`src/rtl/morse_decoder.sv`:
```
// Morse receive decoder: samples a keying line, measures mark/space runs in
// eighths of a Morse unit and maps the dot/dash pattern to the 3-bit A..H code.
module morse_decoder #(
    parameter int SAMPLE_DIV = 3125000
) (
    input  logic       CLOCK_50,
    input  logic       reset,
    input  logic       din,
    output logic [2:0] letter,
    output logic       letter_valid,
    output logic       letter_error,
    output logic       busy
);

    localparam int DW = (SAMPLE_DIV > 1) ? $clog2(SAMPLE_DIV) : 1;
    localparam logic [DW-1:0] DIV_LAST = DW'(SAMPLE_DIV - 1);

    localparam logic [2:0] IDLE  = 3'd0;
    localparam logic [2:0] MARK  = 3'd1;
    localparam logic [2:0] SPACE = 3'd2;
    localparam logic [2:0] EMIT  = 3'd3;
    localparam logic [2:0] JAM   = 3'd4;

    logic          din_meta, din_sync;
    logic [DW-1:0] div_cnt;
    logic          tick;
    logic [2:0]    state;
    logic [5:0]    mark_len, space_len;
    logic [5:0]    mark_inc, space_inc;
    logic [3:0]    pattern;
    logic [2:0]    count;
    logic          error_pending;
    logic [2:0]    code;
    logic          code_hit;

    always_ff @(posedge CLOCK_50 or posedge reset) begin
        if (reset) begin
            din_meta <= 1'b0;
            din_sync <= 1'b0;
            div_cnt  <= '0;
        end else begin
            din_meta <= din;
            din_sync <= din_meta;
            div_cnt  <= (div_cnt == DIV_LAST) ? '0 : div_cnt + DW'(1);
        end
    end

    assign tick      = (div_cnt == DIV_LAST);
    assign mark_inc  = (mark_len == 6'd63) ? 6'd63 : mark_len + 6'd1;
    assign space_inc = (space_len == 6'd63) ? 6'd63 : space_len + 6'd1;
    assign busy      = (state != IDLE);

    // Pattern is right-aligned with the first element in bit count-1, so
    // {count, pattern} is already the left-justified key.
    always_comb begin
        code     = 3'd0;
        code_hit = 1'b1;
        case ({count, pattern})
            {3'd2, 4'b0001}: code = 3'd0;
            {3'd4, 4'b1000}: code = 3'd1;
            {3'd4, 4'b1010}: code = 3'd2;
            {3'd3, 4'b0100}: code = 3'd3;
            {3'd1, 4'b0000}: code = 3'd4;
            {3'd4, 4'b0010}: code = 3'd5;
            {3'd3, 4'b0110}: code = 3'd6;
            {3'd4, 4'b0000}: code = 3'd7;
            default:         code_hit = 1'b0;
        endcase
    end

    always_ff @(posedge CLOCK_50 or posedge reset) begin
        if (reset) begin
            state         <= IDLE;
            mark_len      <= '0;
            space_len     <= '0;
            pattern       <= '0;
            count         <= '0;
            error_pending <= 1'b0;
            letter        <= '0;
            letter_valid  <= 1'b0;
            letter_error  <= 1'b0;
        end else begin
            letter_valid <= 1'b0;
            letter_error <= 1'b0;
            case (state)
                IDLE: begin
                    pattern       <= '0;
                    count         <= '0;
                    mark_len      <= '0;
                    space_len     <= '0;
                    error_pending <= 1'b0;
                    if (tick && din_sync) begin
                        state    <= MARK;
                        mark_len <= 6'd1;
                    end
                end
                MARK: if (tick) begin
                    if (din_sync) begin
                        mark_len <= mark_inc;
                        if (mark_inc == 6'd40) begin
                            letter_error <= 1'b1;
                            state        <= JAM;
                        end
                    end else if (mark_len < 6'd4) begin
                        state <= (count == 3'd0) ? IDLE : SPACE;
                    end else begin
                        space_len <= 6'd1;
                        state     <= SPACE;
                        if (count == 3'd4) begin
                            letter_error  <= 1'b1;
                            error_pending <= 1'b1;
                        end else begin
                            pattern <= {pattern[2:0], (mark_len >= 6'd16)};
                            count   <= count + 3'd1;
                        end
                    end
                end
                SPACE: if (tick) begin
                    if (din_sync) begin
                        state    <= MARK;
                        mark_len <= 6'd1;
                    end else begin
                        space_len <= space_inc;
                        // Result is registered here so the pulses are visible
                        // during the single EMIT cycle that follows the tick.
                        if (space_inc == 6'd16) begin
                            state <= EMIT;
                            if (!error_pending) begin
                                if (code_hit) begin
                                    letter       <= code;
                                    letter_valid <= 1'b1;
                                end else begin
                                    letter_error <= 1'b1;
                                end
                            end
                        end
                    end
                end
                EMIT: state <= IDLE;
                JAM:  if (tick && !din_sync) state <= IDLE;
                default: state <= IDLE;
            endcase
        end
    end

endmodule

```
`config.mk`:
```
export PLATFORM = sky130hd
export DESIGN_NAME = morse_decoder
export DESIGN_NICKNAME = d
export VERILOG_FILES = /design/src/rtl/morse_decoder.sv
export SDC_FILE = /design/constraint.sdc
export NUM_CORES = 1
export LEC_CHECK = 0
export ABC_AREA = 1
export CAP_MARGIN = 15
export CORE_ASPECT_RATIO = 2
export CORE_UTILIZATION = 35
export CTS_CLUSTER_DIAMETER = 120
export DETAILED_ROUTE_END_ITERATION = 8
export PLACE_DENSITY_LB_ADDON = 0.2
export SYNTH_ARGS = -nofsm -noshare
export SYNTH_HDL_FRONTEND = slang
export SYNTH_SLANG_ARGS = --single-unit
```
`constraint.sdc`:
```
create_clock -name CLOCK_50 -period 3.1 [get_ports CLOCK_50]
set_input_delay 0.93 -clock CLOCK_50 [delete_from_list [all_inputs] [get_ports CLOCK_50]]
set_output_delay 0.93 -clock CLOCK_50 [all_outputs]
set_load 0.02 [all_outputs]
```
==> out/results.tsv, run 1 <==
stage	metric	value	unit
outcome	status	finished, violations left	
outcome	violations	design-rule violations	
clocking	cts_hold_buf	0	
grt	grt_overflow	0	
yosys	synth_top_area_cell	dfrtp_1	
sta	worst_pin_slew	0.5410	ns
sta	max_freq	0.3592	GHz
yosys	ys_seq_area_share	39.51	%
yosys	synth_compound_area_share	7.751	%
min_path	hold_depth	0	
yosys	ys.flop_type	dfrtp_1	
sta	fin_crit	2.784	ns
sta	maxSlewViolCount	0	
detailed_routing	drc_errors	5	
layout	fill_cells	963	
yosys	synth_area	3293	um^2
sta	fin_setup_tns	0	ns
placed_design	hpwl	6.560	mm
grt	grt_usage	18.50	%
detailed_routing	via_count	2917	
clocking	htree_levels	2	
yosys	synth_fa_ha_area_share	3.040	%
yosys	syn_avg_cell_area	7.467	um^2
min_path	hold_start	din_meta	
worst_setup_path	crit_type	reg -> out	
detailed_routing	drt-initial-drc-count	119	
clocking	cts_sinks	52	
yosys	ys_async_sr_fraction	100.0	%
layout	antennaDiodeCount	0	
run	cap_violations	0	
yosys	yosys_warnings	0	
grt	grt_pass1_vias	3000	
detailed_routing	routed_wl	8.306	mm
grt	grt_max_degree	26	
clocking	ctsResizeCount	0	
yosys	muxShareOfSynthArea	0	%
clocking	cts_setup_buffers	0	
worst_setup_path	r2r-end	div_cnt[16]	
clocking	numCtsBuffers	5	
detailed_routing	vias_per_cell	5.218	
worst_setup_path	endpoint_kind	output port	
placed_design	portBuffers	8	
yosys	synthCells	441	
yosys	synth_edf_count	0	
clocking	insertion_delay	0.30	ns
pwr	power.density	374.7	nW/um^2
yosys	synth_top_family_by_area	simple AND/OR/NAND/NOR gates	
floorplanning	die_w	70.59	um
detailed_routing	first_pass_iters	6	
floorplanning	die_h	139.2	um
yosys	yosysUniqueCellTypes	37	
worst_setup_path	r2r-start	div_cnt[0]	
layout	drive_above_1_share	11.82	%
pwr	power_leakage	1.722	nW
yosys	synth_seq_cells	52	
worst_setup_path	cp.arrival	1.85	ns
yosys	synth_common_cells	nand2_1, nor2_1, inv_1	
clocking	cts-root-buf	clkbuf_16	
layout	fin_util	40.55	%
sta	skew	0.009462	ns
min_path	holdPathEnd	din_sync	
worst_setup_path	cp-start-kind	flip-flop	
yosys	yosysMostFrequentCell	nand2_1	
min_path	min_path_type	reg -> reg	
sta	max_slew_margin	63.88	%
worst_setup_path	cp.required	2.17	ns
detailed_routing	wl_per_cell	14.86	um
yosys	synth_area_leaders	dfrtp_1, nand2_1, nor2_1, inv_1, nand3_1	
yosys	synth_xor_area_share	2.660	%
clocking	cts_tree	done	
sta	finalSetupViolCount	0	
layout	nNetsFinal	467	
grt	grt_pass1_wl	13.99	mm
floorplanning	io_pins	9	
floorplanning	start_util	36.29	%
floorplanning	core.rowCount	49	
sta	final_hold_viol_count	0	
clocking	cts.path.max_buffers	2	
pwr	peakVddDrop	0.0002113	V
sta	rsz0062_at_grt	no	
grt	antenna_found_initial	0	
detailed_routing	ant_nets	0	
worst_setup_path	reg2reg_depth	10	
worst_setup_path	rrSetupSlack	1.11	ns
worst_setup_path	worstPathMaxFanout	5	
yosys	synthSimpleGateAreaFrac	38.87	%
clocking	clk_pin_slew	0.07	ns
yosys	syn-num-nets	452	
sta	fin_crit_sh	89.81	%
floorplanning	die-area	9825	um^2
floorplanning	core-area	9074	um^2
layout	syn_to_final_growth	11.74	%
yosys	synth.top_cell.area_share	39.51	%
placed_design	place.gp.congestion	0.8847	
==> cell families (layout without fill, tap and decap cells) <==
group,count (synthesis),in the layout
xor gates and xnor gates,10,10
DFF,52,52
adders and majority gates,8,8
AOI/OAI and AO/OA,43,43
buffers and inverters,68,84
and+or+nand+nor,260,260
==> critical path: stages, from the launching register on <==
cell             delay [ns]
dfrtp_1                0.42
nor3_1                 0.46
inv_1                  0.12
clkdlybuf4s50_1        0.57
==> worst max path at each step <==
stage,startpoint,to,depth (start not counted)
2_1_floorplan,reset,count[0],1
6_report,state[1],busy,3
3_3_place_gp,state[1],busy,3
5_1_grt,state[1],busy,3
3_5_place_dp,state[1],busy,3
4_1_cts,state[1],busy,3
==> registers in the layout (all words and copies together) (netlist names) <==
register	count
count	3
letter_error	1
din_meta	1
space_len	6
pattern	4
letter_valid	1
state	3
mark_len	6
error_pending	1
div_cnt	22
din_sync	1
letter	3
==> metrics by stage <==
stage / setup WS (ns) / total power, W / cells / area [um^2] / hold WS (ns)
after floorplan: 0.9121 / 0.0007058 / 441 / 3293 / 0.3312
after global placement: 0.6488 / 0.0007165 / 551 / 3497 / 0.3360
after detailed placement: 0.6606 / 0.0007168 / 551 / 3497 / 0.3401
after CTS: 0.3261 / 0.001406 / 559 / 3680 / 0.3563
after global routing: 0.2480 / 0.001433 / 559 / 3680 / 0.3620
final: 0.3159 / 0.001379 / 559 / 3680 / 0.3531
==> cell type report <==
type                            count  area, um^2  share of cell area (%)
Tap cell                          102       127.6                   3.468
Clock buffer                        7       152.6                   4.148
Clock inverter                      1       30.03                  0.8160
Inverter                           66       250.2                   6.800
Multi-Input combinational cell    321        1723                   46.82
Sequential cell                    52        1301                   35.36
Timing Repair Buffer               10       95.09                   2.584
==> report_power, final <==
part	switching (W)	internal [W]
combinational	0.0000164	0.00000460
sequential	0.00000181	0.000679
clock	0.000251	0.000426
total	0.000269	0.00111
==> layer usage <==
layer  wire (um)  global-route usage, %  vias up
met5           0                      0        -
met4         394                  11.47        0
met3         143                  2.471       25
met2        4736                  35.72       49
met1        3032                  17.83     1395
li1            -                      -     1448
==> cells in the final DEF (no fill, tap or decap) <==
cell type,netlist,final
a211oi_1,1,1
a21oi_1,8,8
a31oi_1,1,1
a41oi_1,1,1
and3_1,1,1
buf_4,1,2
bufinv_16,0,1
clkbuf_16,0,5
clkbuf_8,0,2
clkdlybuf4s50_1,0,8
dfrtp_1,52,52
ha_1,8,8
inv_1,59,58
inv_2,6,7
inv_4,1,1
nand2_1,104,104
nand2_2,7,7
nand2_4,2,2
nand3_1,30,30
nand3_2,3,3
nand3_4,2,2
nand4_1,15,15
nand4_4,1,1
nor2_1,63,63
nor2_2,4,4
nor2_4,4,4
nor2_8,1,1
nor3_1,12,12
nor3_2,1,1
nor3_4,2,2
nor3b_1,1,1
nor3b_2,1,1
nor4_1,5,5
o2111ai_1,1,1
o21ai_0,22,22
o21ai_1,2,2
o21ai_2,6,6
o221a_2,1,1
or2_2,1,1
xor2_1,10,10
Power figures use the tool's default switching activity.
==> run 2: changes to the inputs <==
--- a/config.mk
+++ b/config.mk
@@ -7,7 +7,7 @@
 export LEC_CHECK = 0
 export ABC_AREA = 1
 export CAP_MARGIN = 15
-export CORE_ASPECT_RATIO = 2
+export CORE_ASPECT_RATIO = 1.75
 export CORE_UTILIZATION = 35
 export CTS_CLUSTER_DIAMETER = 120
 export DETAILED_ROUTE_END_ITERATION = 8
==> out/results.tsv, run 2 (synthesized netlist as in run 1, its figures left out) <==
stage	metric	value	unit
outcome	status	finished, final reports clean	
min_path	hold_start	din_meta	
sta	max_slew_margin	66.30	%
floorplanning	core-area	9094	um^2
grt	grt_use_met2	32.41	%
pwr	peakVddDrop	0.0002591	V
detailed_routing	wl_per_cell	13.22	um
sta	maxSlewViolCount	0	
worst_setup_path	endpoint_kind	output port	
worst_setup_path	cp.arrival	1.78	ns
grt	grt_usage	17.79	%
grt	met1_usage	20.16	%
detailed_routing	routed_wl	7.602	mm
pwr	p_int	0.001024	W
worst_setup_path	worstPathMaxFanout	5	
detailed_routing	via_count	2846	
layout	nNetsFinal	466	
worst_setup_path	r2r-end	count[0]	
pwr	p_seq_share	53.3	%
min_path	holdPathEnd	din_sync	
pwr	clkPwrFrac	45.0	%
sta	worst_pin_slew	0.5008	ns
min_path	hold_depth	0	
detailed_routing	ant_nets	0	
clocking	numCtsBuffers	5	
grt	grt_max_degree	53	
sta	finalSetupViolCount	0	
clocking	cts_setup_buffers	0	
layout	final_common_cell	nand2_1	
pwr	comb_power_share	1.7	%
pwr	swShare	19.82	%
worst_setup_path	reg2reg_depth	8	
layout	antennaDiodeCount	0	
clocking	cts_hold_buf	0	
grt	grt_pass1_wl	13.32	mm
sta	max_freq	0.3691	GHz
detailed_routing	first_pass_iters	4	
layout	regMostFlops	div_cnt	
detailed_routing	drc_errors	0	
pwr	p_sw	0.0002532	W
pwr	power_leakage	1.708	nW
floorplanning	die-area	9816	um^2
floorplanning	io_pins	9	
sta	fin_setup_tns	0	ns
worst_setup_path	crit_slowest_cell	clkdlybuf4s50_1	
grt	met3_usage	2.162	%
detailed_routing	drt-initial-drc-count	192	
worst_setup_path	crit_chain	nor3_1 -> inv_1 -> clkdlybuf4s50_1	
sta	fin_crit_sh	87.40	%
run	cap_violations	0	
layout	final_area	3677	um^2
floorplanning	core.rowCount	46	
placed_design	place.gp.congestion	0.8852	
worst_setup_path	rrSetupSlack	1.18	ns
sta	skew	0.005465	ns
worst_setup_path	r2r-start	div_cnt[1]	
worst_setup_path	cp_top_family	buffers and inverters	
layout	syn_to_final_growth	11.66	%
clocking	cts-root-buf	clkbuf_16	
pwr	power.density	347.4	nW/um^2
layout	top_regs	div_cnt x22, mark_len x6, space_len x6	
sta	final_hold_viol_count	0	
placed_design	dpl-instance-area	3525	um^2
grt	busiest_layer	met2	
min_path	min_path_type	reg -> reg	
layout	fin_util	40.44	%
grt	grt_pass1_vias	2881	
sta	rsz0062_at_grt	no	
placed_design	portBuffers	8	
worst_setup_path	cp-start-kind	flip-flop	
layout	final_cell_mix	nand2_1, nor2_1, inv_1, dfrtp_1, nand3_1	
worst_setup_path	crit_type	reg -> out	
floorplanning	start_util	36.21	%
floorplanning	die_h	130.3	um
clocking	cts_sinks	52	
worst_setup_path	critPathBufInv	2	
grt	grt_overflow	0	
clocking	clk_pin_slew	0.06	ns
worst_setup_path	cp.required	2.17	ns
clocking	ctsResizeCount	0	
clocking	insertion_delay	0.29	ns
grt	antenna_found_initial	0	
sta	fin_crit	2.709	ns
layout	drive_above_1_share	11.43	%
worst_setup_path	crit_path_max_incr_delay	0.56	ns
pwr	p_total	0.001278	W
floorplanning	die_w	75.33	um
detailed_routing	vias_per_cell	4.950	
layout	largest_register_ffs	22	
placed_design	hpwl	5.934	mm
clocking	htree_levels	2	
clocking	cts.path.max_buffers	2	
clocking	cts_tree	done	
## run 2: final cells by class
cell class,count,area (um^2)
clock buffer,7,152.6
fill,1007,5416
inverter,66,250.2
multi-input combinational,321,1723
sequential,52,1301
tap,120,150.1
timing repair buffer,9,100.1
## run 2: per-stage QoR
stage | setup WS [ns] | instances | hold WS [ns]
finish | 0.3906 | 575 | 0.3476
floorplan | 0.9121 | 441 | 0.3312
CTS | 0.3823 | 575 | 0.3517
global placement | 0.6916 | 568 | 0.3349
global route | 0.2305 | 575 | 0.3529
detailed placement | 0.7179 | 568 | 0.3365
## run 2: how the worst max path moves through the flow
stage,start,end,slack (ns),depth (start not counted)
floorplan,reset,count[0],0.91,1
global placement,state[1],busy,0.69,3
detailed placement,state[1],busy,0.72,3
CTS,state[1],busy,0.38,3
global route,state[1],busy,0.23,3
finish,state[1],busy,0.39,3
## run 2: power by group through the flow
stage	Combinational, W	Sequential [W]	Clock (W)
global placement	0.0000234	0.000694	0
global route	0.0000259	0.000681	0.000626
finish	0.0000218	0.000681	0.000575
floorplan	0.0000123	0.000694	0
CTS	0.0000236	0.000681	0.000601
detailed placement	0.0000233	0.000694	0
## run 2: worst reg2reg max path, cell delays in order (launching register included)
cell and delay, ns:
dfrtp_1 0.36, ha_1 0.26, nand2_2 0.14, nor3_4 0.23, nand4_4 0.25, nand2_1 0.13
nand3_1 0.23, nor2_1 0.17, a21oi_1 0.05
## run 2: routing by layer
layer / up-vias / share of wire, %
met5: - / 0
met4: 0 / 3.2
met3: 19 / 2.0
met2: 50 / 55
met1: 1327 / 40
li1: 1450 / -
==> run 3: changes to the inputs <==
--- a/config.mk
+++ b/config.mk
@@ -8,6 +8,7 @@
 export ABC_AREA = 1
 export CAP_MARGIN = 15
 export CORE_ASPECT_RATIO = 1.75
+export CORE_MARGIN = 2
 export CORE_UTILIZATION = 35
 export CTS_CLUSTER_DIAMETER = 120
 export DETAILED_ROUTE_END_ITERATION = 8
==> out/results.tsv, run 3 (synthesized netlist as in run 1, its figures left out) <==
stage	metric	value	unit
outcome	status	finished, final reports clean	
detailed_routing	drt-initial-drc-count	147	
sta	fin_crit	2.783	ns
grt	antenna_found_initial	0	
layout	fill_cells	1010	
layout	syn_to_final_growth	12.01	%
layout	regMostFlops	div_cnt	
placed_design	dp_cells	568	
layout	nNetsFinal	466	
detailed_routing	routed_wl	7.509	mm
clocking	numCtsBuffers	5	
sta	maxSlewViolCount	0	
placed_design	place.gp.congestion	0.9004	
clocking	cts-root-buf	clkbuf_16	
clocking	cts_hold_buf	0	
grt	grt_max_degree	30	
min_path	min_path_type	reg -> reg	
floorplanning	die_h	132.3	um
worst_setup_path	endpoint_kind	output port	
placed_design	dp_slack	0.6658	ns
layout	final_cell_mix	nand2_1, nor2_1, inv_1, dfrtp_1, nand3_1	
floorplanning	core-area	9094	um^2
grt	grt_pass1_vias	2905	
pwr	peakVddDrop	0.0001866	V
layout	drive_above_1_share	11.40	%
sta	worst_pin_slew	0.5456	ns
detailed_routing	vias_per_cell	4.898	
clocking	insertion_delay	0.29	ns
sta	finalSetupViolCount	0	
sta	max_freq	0.3593	GHz
detailed_routing	wl_per_cell	13.04	um
layout	antennaDiodeCount	0	
pwr	power_leakage	1.713	nW
clocking	cts.path.max_buffers	2	
clocking	cts_tree	done	
worst_setup_path	cp-start-kind	flip-flop	
worst_setup_path	cp.required	2.17	ns
worst_setup_path	crit_slowest_cell	clkdlybuf4s50_1	
clocking	htree_levels	2	
sta	fin_setup_tns	0	ns
sta	skew	0.005764	ns
clocking	clk_pin_slew	0.07	ns
sta	fin_crit_sh	89.77	%
layout	final_common_cell	nand2_1	
clocking	cts_setup_buffers	0	
floorplanning	io_pins	9	
worst_setup_path	crit_path_max_incr_delay	0.55	ns
worst_setup_path	crit_chain	nor3_1 -> inv_1 -> clkdlybuf4s50_1	
floorplanning	core.rowCount	46	
run	cap_violations	0	
clocking	ctsResizeCount	0	
worst_setup_path	cp.arrival	1.85	ns
placed_design	portBuffers	8	
floorplanning	start_util	36.21	%
grt	grt_pass1_wl	13.27	mm
grt	grt_overflow	0	
detailed_routing	ant_nets	0	
detailed_routing	drc_errors	0	
clocking	cts_sinks	52	
floorplanning	die_w	77.33	um
detailed_routing	first_pass_iters	4	
grt	grt_usage	15.97	%
sta	rsz0062_at_grt	no	
pwr	power.density	363.3	nW/um^2
sta	final_hold_viol_count	0	
detailed_routing	via_count	2821	
floorplanning	die-area	10230	um^2
sta	max_slew_margin	63.29	%
worst_setup_path	worstPathMaxFanout	5	
layout	final_cells	576	
placed_design	hpwl	5.958	mm
worst_setup_path	crit_type	reg -> out	
layout	top_regs	div_cnt x22, mark_len x6, space_len x6	
sta	setup_ws	0.3171	ns
layout	largest_register_ffs	22	
==> run 3: changes by cell type in the layout (fill, tap and decap cells not counted) <==
cell       change
clkbuf_8       -2
bufinv_16      +1
clkbuf_1       +1
clkinv_2       +1
==> run 3: layout make-up <==
class                           count  area (um^2)  area share [%]
Inverter                           66        250.2           6.784
Tap cell                          120        150.1           4.071
Clock inverter                      2        35.03          0.9498
Multi-Input combinational cell    321         1723           46.71
Sequential cell                    52         1301           35.28
Timing Repair Buffer                9        100.1           2.714
Clock buffer                        6        128.9           3.494
==> run 3: per-stage QoR <==
step                      instance area (um^2)  utilization [%]  hold slack [ns]   power, W
after floorplan                           3293                -           0.3312  0.0007058
after global placement                    3525            38.76           0.3367  0.0007174
after detailed placement                  3525            38.76           0.3379  0.0007177
after CTS                                 3689            40.56           0.3544   0.001361
after global routing                      3689            40.56           0.3580   0.001387
final                                     3689            40.56           0.3515   0.001340
==> run 3: path summary, 6_finish.rpt <==
kind	end	slack [ns]	from	cells past startpoint
setup reg to reg	pattern[3]	1.22	div_cnt[0]	8
min in group asynchronous	letter_valid	1.01	reset	2
max in group asynchronous	letter_error	1.56	reset	3
hold reg to reg	din_sync	0.35	din_meta	0
setup / recovery	busy	0.32	state[1]	3
hold / removal	din_sync	0.35	din_meta	0
==> run 3: worst max-delay path: cells and delay by family, from the launching register on <==
family | cells | cell delay (ns)
buffers and inverters | 2 | 0.65
AND/OR/NAND/NOR | 1 | 0.47
flip-flops | 1 | 0.43
==> run 3: power breakdown <==
group / switching (W) / internal [W] / leakage, nW
registers: 0.00000178 / 0.000679 / 0.708
logic: 0.0000161 / 0.00000548 / 0.924
clock network: 0.000257 / 0.000381 / 0.0808
==> run 3: metal layers <==
layer	GRT usage, %	part of all wire [%]
met1	17.19	39
met2	30.87	56
met3	1.712	1.3
met4	6.448	2.7
met5	0	0
